===== src/rtl/lsu_mem_ctrl.sv =====
// -----------------------------------------------------------------------------
// lsu_mem_ctrl
// Load/store initiator between the execute stage and a word-wide data memory.
// Accepts one request at a time, checks funct3 / alignment / range, issues the
// memory cycle(s) and returns a single result. Sub-word stores are done as a
// read-modify-write because the memory only writes whole words. Sub-word loads
// are lane-selected and sign/zero-extended following RV32I funct3.
//
// Ports
//   clk, rst            clock (rising edge), asynchronous active-low reset
//   req_valid/ready     request handshake (ready only while idle)
//   req_store           1 = store, 0 = load
//   req_funct3          RV32I width/sign code
//   req_addr            byte address
//   req_wdata           right-aligned store data
//   resp_valid/ready    response handshake, response held until taken
//   resp_rdata          extended load data, 0 for stores and errors
//   resp_err            misaligned, illegal funct3 or out-of-range
//   mem_read/mem_write  memory strobes, decoded from the state register only
//   mem_addr            word-aligned memory address
//   mem_wdata           memory write data
//   mem_rdata           memory read data, combinational with mem_read
// -----------------------------------------------------------------------------
module lsu_mem_ctrl #(
    parameter int DEPTH_WORDS = 256,
    parameter bit CHECK_RANGE = 1'b1
) (
    input  logic        clk,
    input  logic        rst,
    input  logic        req_valid,
    output logic        req_ready,
    input  logic        req_store,
    input  logic [2:0]  req_funct3,
    input  logic [31:0] req_addr,
    input  logic [31:0] req_wdata,
    output logic        resp_valid,
    input  logic        resp_ready,
    output logic [31:0] resp_rdata,
    output logic        resp_err,
    output logic        mem_read,
    output logic        mem_write,
    output logic [31:0] mem_addr,
    output logic [31:0] mem_wdata,
    input  logic [31:0] mem_rdata
);

    typedef enum logic [2:0] {
        ST_IDLE   = 3'd0,
        ST_LOAD   = 3'd1,
        ST_RMW_RD = 3'd2,
        ST_STORE  = 3'd3,
        ST_RESP   = 3'd4
    } state_t;

    localparam logic [31:0] ADDR_LIMIT = 32'(4 * DEPTH_WORDS);

    state_t      state_r;
    state_t      state_next_s;
    logic [2:0]  funct3_r;
    logic [31:0] addr_r;
    logic [31:0] word_r;     // store data, replaced by the merged word after RMW read
    logic [31:0] rdata_r;
    logic        err_r;

    logic        f3_legal_s;
    logic        misalign_s;
    logic        range_err_s;
    logic        req_err_s;

    // Select the addressed byte/half of a word and extend it as funct3 asks.
    function automatic logic [31:0] load_extend(input logic [2:0]  f3,
                                                input logic [1:0]  lane,
                                                input logic [31:0] word);
        logic [7:0]  b;
        logic [15:0] h;
        logic [31:0] res;
        case (lane)
            2'd0:    b = word[7:0];
            2'd1:    b = word[15:8];
            2'd2:    b = word[23:16];
            2'd3:    b = word[31:24];
            default: b = 8'h00;
        endcase
        h = lane[1] ? word[31:16] : word[15:0];
        case (f3)
            3'b000:  res = {{24{b[7]}}, b};
            3'b001:  res = {{16{h[15]}}, h};
            3'b010:  res = word;
            3'b100:  res = {24'h000000, b};
            3'b101:  res = {16'h0000, h};
            default: res = 32'h0000_0000;
        endcase
        return res;
    endfunction

    // Overlay the right-aligned store data onto the old word at the addressed lane.
    function automatic logic [31:0] merge_store(input logic [2:0]  f3,
                                                input logic [1:0]  lane,
                                                input logic [31:0] old_word,
                                                input logic [31:0] wdata);
        logic [31:0] res;
        res = old_word;
        case (f3)
            3'b000: begin
                case (lane)
                    2'd0:    res[7:0]   = wdata[7:0];
                    2'd1:    res[15:8]  = wdata[7:0];
                    2'd2:    res[23:16] = wdata[7:0];
                    2'd3:    res[31:24] = wdata[7:0];
                    default: res = old_word;
                endcase
            end
            3'b001: begin
                if (lane[1]) begin
                    res[31:16] = wdata[15:0];
                end else begin
                    res[15:0] = wdata[15:0];
                end
            end
            default: res = wdata;
        endcase
        return res;
    endfunction

    // Request legality: funct3 code, natural alignment and memory range.
    always_comb begin
        f3_legal_s  = 1'b0;
        misalign_s  = 1'b0;
        range_err_s = 1'b0;
        if (req_store) begin
            f3_legal_s = (req_funct3 == 3'b000) || (req_funct3 == 3'b001) ||
                         (req_funct3 == 3'b010);
        end else begin
            f3_legal_s = (req_funct3 == 3'b000) || (req_funct3 == 3'b001) ||
                         (req_funct3 == 3'b010) || (req_funct3 == 3'b100) ||
                         (req_funct3 == 3'b101);
        end
        if (req_funct3[1:0] == 2'b01) begin
            misalign_s = req_addr[0];
        end else if (req_funct3[1:0] == 2'b10) begin
            misalign_s = (req_addr[1:0] != 2'b00);
        end else begin
            misalign_s = 1'b0;
        end
        if (CHECK_RANGE) begin
            range_err_s = (req_addr >= ADDR_LIMIT);
        end else begin
            range_err_s = 1'b0;
        end
        req_err_s = !f3_legal_s || misalign_s || range_err_s;
    end

    // State register; reset drops straight to IDLE, discarding any operation.
    always_ff @(posedge clk or negedge rst) begin
        if (!rst) begin
            state_r <= ST_IDLE;
        end else begin
            state_r <= state_next_s;
        end
    end

    // Next-state decode.
    always_comb begin
        state_next_s = state_r;
        case (state_r)
            ST_IDLE: begin
                if (!req_valid) begin
                    state_next_s = ST_IDLE;
                end else if (req_err_s) begin
                    state_next_s = ST_RESP;
                end else if (!req_store) begin
                    state_next_s = ST_LOAD;
                end else if (req_funct3[1:0] == 2'b10) begin
                    state_next_s = ST_STORE;
                end else begin
                    state_next_s = ST_RMW_RD;
                end
            end
            ST_LOAD:   state_next_s = ST_RESP;
            ST_RMW_RD: state_next_s = ST_STORE;
            ST_STORE:  state_next_s = ST_RESP;
            ST_RESP: begin
                if (resp_ready) begin
                    state_next_s = ST_IDLE;
                end else begin
                    state_next_s = ST_RESP;
                end
            end
            default:   state_next_s = ST_IDLE;
        endcase
    end

    // Request capture, load extension and RMW merge.
    always_ff @(posedge clk or negedge rst) begin
        if (!rst) begin
            funct3_r <= 3'b000;
            addr_r   <= 32'h0000_0000;
            word_r   <= 32'h0000_0000;
            rdata_r  <= 32'h0000_0000;
            err_r    <= 1'b0;
        end else begin
            case (state_r)
                ST_IDLE: begin
                    if (req_valid) begin
                        funct3_r <= req_funct3;
                        addr_r   <= req_addr;
                        word_r   <= req_wdata;
                        rdata_r  <= 32'h0000_0000;
                        err_r    <= req_err_s;
                    end
                end
                ST_LOAD:   rdata_r <= load_extend(funct3_r, addr_r[1:0], mem_rdata);
                ST_RMW_RD: word_r  <= merge_store(funct3_r, addr_r[1:0], mem_rdata, word_r);
                default: begin
                end
            endcase
        end
    end

    // Output decode from the state register and captured registers.
    always_comb begin
        req_ready  = 1'b0;
        resp_valid = 1'b0;
        resp_rdata = 32'h0000_0000;
        resp_err   = 1'b0;
        mem_read   = 1'b0;
        mem_write  = 1'b0;
        mem_addr   = 32'h0000_0000;
        mem_wdata  = 32'h0000_0000;
        case (state_r)
            ST_IDLE: req_ready = 1'b1;
            ST_LOAD, ST_RMW_RD: begin
                mem_read = 1'b1;
                mem_addr = {addr_r[31:2], 2'b00};
            end
            ST_STORE: begin
                mem_write = 1'b1;
                mem_addr  = {addr_r[31:2], 2'b00};
                mem_wdata = word_r;
            end
            ST_RESP: begin
                resp_valid = 1'b1;
                resp_rdata = rdata_r;
                resp_err   = err_r;
            end
            default: begin
            end
        endcase
    end

endmodule


===== config.mk =====
export PLATFORM = sky130hd
export DESIGN_NAME = lsu_mem_ctrl
export DESIGN_NICKNAME = d
export VERILOG_FILES = /design/src/rtl/lsu_mem_ctrl.sv
export SDC_FILE = /design/constraint.sdc
export NUM_CORES = 1
export LEC_CHECK = 0
export ABC_AREA = 1
export CORE_MARGIN = 2
export CORE_UTILIZATION = 30
export CTS_CLUSTER_DIAMETER = 40
export DETAILED_ROUTE_END_ITERATION = 12
export SYNTH_ARGS = -nofsm -noshare
export SYNTH_HDL_FRONTEND = slang
export SYNTH_SLANG_ARGS = --single-unit

===== constraint.sdc =====
create_clock -name clk -period 1.9 [get_ports clk]
set_input_delay 0.38 -clock clk [delete_from_list [all_inputs] [get_ports clk]]
set_output_delay 0.38 -clock clk [all_outputs]
set_load 0.01 [all_outputs]

### Word-level counts from Yosys, hierarchy flattened

Index checks and enable logic that the tools add are counted.

* muxes and demuxes: 31
* reduce and logical (&&, ||, !) cells: 22
* eq/ne operators: 21
* magnitude comparators: 1

Operators with widths (count)
* one-hot mux 32 bit (2 select lines): 3
* two-way mux 32 bit: 5
* one-hot mux 32 bit (5 select lines): 1
* two-way mux 16 bit: 3
* greater-or-equal comparator 32 x 11 -> 1 bit, second input constant: 1
* two-way mux 8 bit: 4
* one-hot mux 8 bit (4 select lines): 1
* equality test 3 bit, second input constant: 5
* equality test 3 x 2 -> 1 bit, second input constant: 4
* one-hot mux 3 bit (4 select lines): 1
* equality test 3 x 1 -> 1 bit, second input constant: 3
* logical NOT 3 bit: 3
* two-way mux 1 bit: 9
* two-way mux 3 bit: 3
* equality test 2 bit, second input constant: 3
* logical OR 1 bit: 6
* != test 3 bit, second input constant: 2
* nonzero test 2 bit: 3
* AND reduction 5 bit: 1
* equality test 2 x 1 -> 1 bit, second input constant: 2
* AND reduction 2 bit: 2
* AND reduction 4 bit: 1
* OR reduction 2 bit: 2
* != test 3 x 2 -> 1 bit, second input constant: 1
* other kinds (6): 6

* bits in registers: 103
* logic and storage cells: 83

### Depth between registers and ports, before layout

Gate-level depths: netlist (run 1).

* depth after elaboration: 12
* depth in mapped cells: 11
* gate-level depth less buffers: 9

### Least setup slack after synthesis (run 1)

OpenSTA, ideal clock, no wires.

* path kind: reg-to-output
* start point: reg state_r[2]
* end point: out mem_wdata[10]
* required time: 1.520 ns
* slack: 0.267 ns
* arrival: 1.253 ns
* buffers on the path: 1
* cell stages (with the launch flop): 7
* cells stage by stage: dfrtp_1 > inv_1 > nand2_1 > nor2_1 > inv_1 > clkbuf_1 > nor2_1

* word-level cells in the longest chain between the ends: 2

RTL lines
* start, declared: RTL line 57 `state_t state_r;`
* start signal, assigned: RTL line 158 `state_r <= state_next_s;`
* equality test 3 x 2 -> 1 bit: RTL line 230 `case (state_r)`
* two-way mux 32 bit: RTL line 230
* end, declared: RTL line 43 `output logic [31:0] mem_wdata,`

Every way passes these cells.

### Final worst setup path (run 1)

* start point: reg state_r[1]
* end point: out mem_wdata[11]

The elaborated chain is that of the path after synthesis.

==> flow_summary.ini, run 1 <==
[status]
outcome = complete, but fails checks
failed_checks = negative setup slack

[yosys]
yosysMostFrequentCell = nand2_1
yosysTopAreaCellShare = 0.385
async_flop_share = 1.00
synth_top_flop_cell = dfrtp_1
synth.yosys.seq_area_share = 0.385
ys_top_cells_by_count = 398 x nand2_1, 208 x nor2_1, 138 x inv_1
syn_inst = 1096
ys_seq_elements = 103
synthTopCellsByArea = dfrtp_1 38%, nand2_1 22%, nor2_1 12%
ys_types = 22
ys.warnings.count = 0
yosys.area.top_type = dfrtp_1
synth_area_per_cell_sq_um = 6.11
synth_enable_flop_cells = 0
syn-cell-area_sq_um = 6700

[worst_setup_path]
worstPathMaxFanout = 8
r2r_start = state_r[0]
crit_chain = buf_6, inv_4, nor2_4, inv_6, buf_16, buf_12, nor2_4, buf_6
required_ns = 1.52
slowest_delay_ns = 0.43
critPathLaunchType = register
endpoint_kind = output pin
cpLargestDelayFamily = buffers and inverters
critPathCapture = mem_wdata[11]
crit_path_start = state_r[1]
r2r_setup_slack_ns = 0.16
rr_endpoint = word_r[10]
critPathKind = register to output pin
cpMaxStageDelayCell = dfrtp_1
cp.depth = 8
worstPathArrival_ns = 1.62
crit_buf_inv = 6
r2r_cells = 8

[cts]
clockRootBuffer = clkbuf_16
clock_latency_ns = 0.36
cts_inserted_buffers = 9
cts_sinks = 103
clk_pin_slew_ns = 0.08
clock_path_buffers = 2
cts_tree = done
htreeDepth = 3

[power_and_ir_drop]
p_leak_nw = 5.06
power_mw = 6.78
comb_power_share = 0.338
clock_power_share = 0.266
seqPwrFrac = 0.396
power_density_nw_per_um2 = 710
vdd_drop_max_mv = 0.481
intPower_mw = 4.30
swShare = 0.366
switching_power_mw = 2.48

[die]
core_area_sq_um = 21900
initial_core_util = 0.306
rows = 54
die_x_microns = 153
die_h_microns = 153
dieArea_sq_um = 23500
ios = 205

[sta]
worstMarginPinSlew_ns = 0.593
drv_slew = 0
hold_viol = 0
post-route-min-period_ns = 2.00
fmax_ghz = 0.500
fin_ws_ns = -0.0995
finalSetupViolCount = 41
tns_ns = -0.624
clock-skew-final_ns = 0.0122
min_period_over_period = 1.05
rsz0062_at_grt = true
maxSlewHeadroom = 0.605

[detailed_routing]
drcViolationCount = 0
vias = 7530
vias_per_cell = 4.70
wirelength_microns = 24300
first_pass_iters = 4
wl_per_cell_microns = 15.2
drt_iter0_drc = 479
ant_nets = 0

[grt]
grt_max_degree = 101
grt_first_pass_wirelength_microns = 38100
track_usage = 0.204
grt_pass1_vias = 7168
overflow = 0
antenna_found_initial = 2

[finish]
fin_cells = 1601
synthToLayoutAreaGrowth_pct = 42.5
drive_gt1_frac = 0.181
fillers = 2396
multi_input_area_sq_um = 3480
final_cell_area_sq_um = 9550
nets = 1419
seqCellArea_sq_um = 2580

[place]
buffer_ports.inserted = 202
hpwl_microns = 18000
finalWeightedCongestion = 0.883
place_inst = 1574
place_area_sq_um = 9330

[min_path]
worstHoldPathType = input port to async pin

[flow_run]
drv_cap = 0
[state kept, by name, summed over array words and instances, names as in the netlist]
register	count
addr_r	32
err_r	1
funct3_r	3
rdata_r	32
state_r	3
word_r	32
[how the worst min path moves through the flow]
stage          from         to  slack [ns]  cells past startpoint
2_1_floorplan   rst  addr_r[0]        0.08                      0
3_3_place_gp    rst  addr_r[8]        0.18                      1
3_5_place_dp    rst  addr_r[8]        0.19                      1
4_1_cts         rst  addr_r[8]        0.34                      2
5_1_grt         rst  addr_r[8]        0.34                      2
6_report        rst  addr_r[8]        0.35                      2
[worst reg2reg max path, delay by kind of cell, from the launching register on]
family | cells | cell delay, ns
AOI/OAI and AO/OA | 1 | 0.18
buffers and inverters | 2 | 0.36
DFF | 1 | 0.42
and+or+nand+nor | 5 | 0.67
[metrics by stage]
| stage | setup slack (ns) | hold WS (ns) | utilization |
|---|---|---|---|
| final | -0.0995 | 0.346 | 0.436 |
| after global routing | -0.181 | 0.342 | 0.436 |
| after CTS | -0.123 | 0.338 | 0.439 |
| after detailed placement | -0.0395 | 0.185 | 0.426 |
| after global placement | -0.00885 | 0.185 | 0.426 |
| after floorplan | 0.267 | 0.0844 | - |
[area by class of cell]
type / count / area share
Sequential cell: 103 / 0.270
Timing Repair Buffer: 264 / 0.242
Clock inverter: 6 / 0.00472
Tap cell: 280 / 0.0367
Inverter: 145 / 0.0578
Multi-Input combinational cell: 792 / 0.364
Clock buffer: 10 / 0.0240
Antenna cell: 1 / 0.000262
[metal layers]
layer | share of wire | track usage | vias up
li1 | - | - | 3750
met1 | 0.43 | 0.272 | 3478
met2 | 0.46 | 0.330 | 277
met3 | 0.088 | 0.0587 | 23
met4 | 0.017 | 0.0450 | 2
met5 | 0.00054 | 0 | -
[layout by cell type, fill, tap and decap left out, types with 26 or more instances in the layout]
cell type          n
nand2_1          394
nor2_1           174
inv_1            135
dfrtp_1          103
clkdlybuf4s50_1  102
o21ai_0           67
buf_2             60
nand3_1           52
buf_4             43
clkbuf_2          29
a21oi_1           26
[cell families after synthesis]
family,Yosys count,share of synthesized area
AOI/OAI and AO/OA,106,0.0850
buffers and inverters,203,0.123
DFF,103,0.385
other,1,0.000560
and+or+nand+nor,683,0.406
[power groups by stage]
stage	Sequential (mW)	Combinational [mW]	Clock, mW
3_5_place_dp	2.72	2.21	0
6_report	2.68	2.29	1.80
3_3_place_gp	2.71	2.20	0
2_1_floorplan	2.66	1.35	0
5_1_grt	2.71	2.59	1.94
4_1_cts	2.68	2.24	1.86
[repair_timing]
action	4_1_cts	5_1_grt
pin swaps	1	3
hold buffers	1	0
gates resized for setup	336	107
buffers inserted	4	1
endpoints found under the hold margin	3	0
gates cloned	3	3
setup endpoints to repair	107	120
(Power assumes the default switching activity.)
==> run 2, diff against run 1 <==
- GPL_TIMING_DRIVEN: default -> 0
- SKIP_CTS_REPAIR_TIMING: default -> 1
==> flow_summary.ini, run 2 (same netlist as run 1, synthesis figures left out) <==
[detailed_routing]
first_pass_iters = 5
wirelength_microns = 25000
vias = 7492
drcViolationCount = 0
ant_nets = 0
vias_per_cell = 4.62
wl_per_cell_microns = 15.4
drt_iter0_drc = 437

[finish]
fillers = 2396
drive_gt1_frac = 0.178
synthToLayoutAreaGrowth_pct = 44.5
biggestRegsByFlops = addr_r (32), rdata_r (32), word_r (32)
final_cell_mix = 395 x nand2_1, 167 x nor2_1, 135 x inv_1, 102 x clkdlybuf4s50_1, 101 x dfrtp_1
nets = 1439
final_cell_area_sq_um = 9680
mostFrequentLayoutCell = nand2_1
fin_cells = 1621

[grt]
track_usage = 0.206
overflow = 0
grt_first_pass_wirelength_microns = 37900
grt_pass1_vias = 7124
grt_max_degree = 59
antenna_found_initial = 1

[sta]
whs_ns = 0.0307
maxSlewHeadroom = 0.568
finalSetupViolCount = 61
worstMarginPinSlew_ns = 0.648
min_period_over_period = 1.12
clock-skew-final_ns = 0.00733
fin_ws_ns = -0.225
tns_ns = -7.08
hold_viol = 0
drv_slew = 0
rsz0062_at_grt = true
post-route-min-period_ns = 2.12
fmax_ghz = 0.471

[cts]
clk_pin_slew_ns = 0.07
clock_path_buffers = 2
cts_inserted_buffers = 9
clockRootBuffer = clkbuf_16
htreeDepth = 3
cts_sinks = 103
cts_tree = done
clock_latency_ns = 0.36

[power_and_ir_drop]
vdd_drop_max_mv = 0.501
power_mw = 6.95
p_leak_nw = 5.45
power_density_nw_per_um2 = 718

[worst_setup_path]
required_ns = 1.52
critPathLaunchType = register
critPathKind = register to output pin
worstPathMaxFanout = 10
endpoint_kind = output pin
worstPathArrival_ns = 1.74

[die]
die_h_microns = 153
ios = 205
dieArea_sq_um = 23500
core_area_sq_um = 21900
die_x_microns = 153
rows = 54
initial_core_util = 0.306

[place]
buffer_ports.inserted = 202
place_inst = 1580
finalWeightedCongestion = 0.917
place_area_sq_um = 9100
hpwl_microns = 19300

[min_path]
worstHoldPathType = input port to async pin

[status]
outcome = complete, but fails checks
failed_checks = negative setup slack

[flow_run]
drv_cap = 0
==> run 2: changes by cell type in the layout (fill, tap and decap cells not counted), moves of 4 or more <==
| cell | delta |
|---|---|
| clkbuf_1 | +7 |
| nand2_2 | -4 |
| nor2_2 | +7 |
| dlymetal6s2s_1 | +22 |
| nor2_1 | -7 |
| buf_4 | -16 |
| buf_6 | +13 |
| clkbuf_2 | -14 |
| buf_12 | -11 |
| buf_2 | +19 |
==> run 2: final cells by class <==
type / count / area, sq um / share of cell area
Clock buffer: 10 / 239 / 0.0247
Tap cell: 280 / 350 / 0.0362
Multi-Input combinational cell: 792 / 3510 / 0.363
Timing Repair Buffer: 226 / 1970 / 0.204
Antenna cell: 1 / 2.50 / 0.000258
Buffer: 58 / 393 / 0.0406
Sequential cell: 103 / 2580 / 0.266
Inverter: 145 / 547 / 0.0565
Clock inverter: 6 / 83.8 / 0.00866
==> run 2: final timing paths <==
| check | startpoint | end | slack (ns) | cells after the start |
|---|---|---|---|---|
| setup / recovery | state_r[0] | resp_rdata[4] | -0.22 | 7 |
| hold / removal | rst | addr_r[4] | 0.03 | 1 |
| setup reg to reg | state_r[2] | funct3_r[0] | 0.11 | 8 |
| hold reg to reg | rdata_r[17] | rdata_r[17] | 0.48 | 2 |
| max in group asynchronous | rst | state_r[0] | 1.13 | 2 |
| min in group clk | rdata_r[17] | rdata_r[17] | 0.48 | 2 |
==> run 2: metrics by stage <==
stage	worst slack (ns)	utilization
2_1_floorplan	0.267	-
3_3_place_gp	-3.66	0.415
3_5_place_dp	-0.641	0.416
4_1_cts	-1.04	0.430
5_1_grt	-0.300	0.442
6_report	-0.225	0.442
==> run 2: power by group <==
part	internal (mW)	leakage [nW]	switching, mW
combinational	0.828	3.98	1.39
clock	1.19	0.162	0.859
sequential	2.49	1.30	0.193
==> run 2: critical path: stages (launching register included) <==
cell     delay, ns
dfrtp_2       0.46
buf_4         0.16
nor2_4        0.12
nand2_4       0.13
buf_6         0.15
buf_12        0.13
nor2_2        0.09
buf_2         0.14
==> run 2: routing by layer <==
metal / wire length, microns / GRT usage / share of wire
met5: 0 / 0 / 0
met4: 442 / 0.0629 / 0.018
met3: 2020 / 0.0550 / 0.081
met2: 11300 / 0.328 / 0.45
met1: 11200 / 0.275 / 0.45
==> run 3, diff against run 2 <==
- CTS_CLUSTER_DIAMETER: 40 -> default
==> results of run 3 <==
Same layout as run 2: the final DEF is identical, and so are final timing and power.
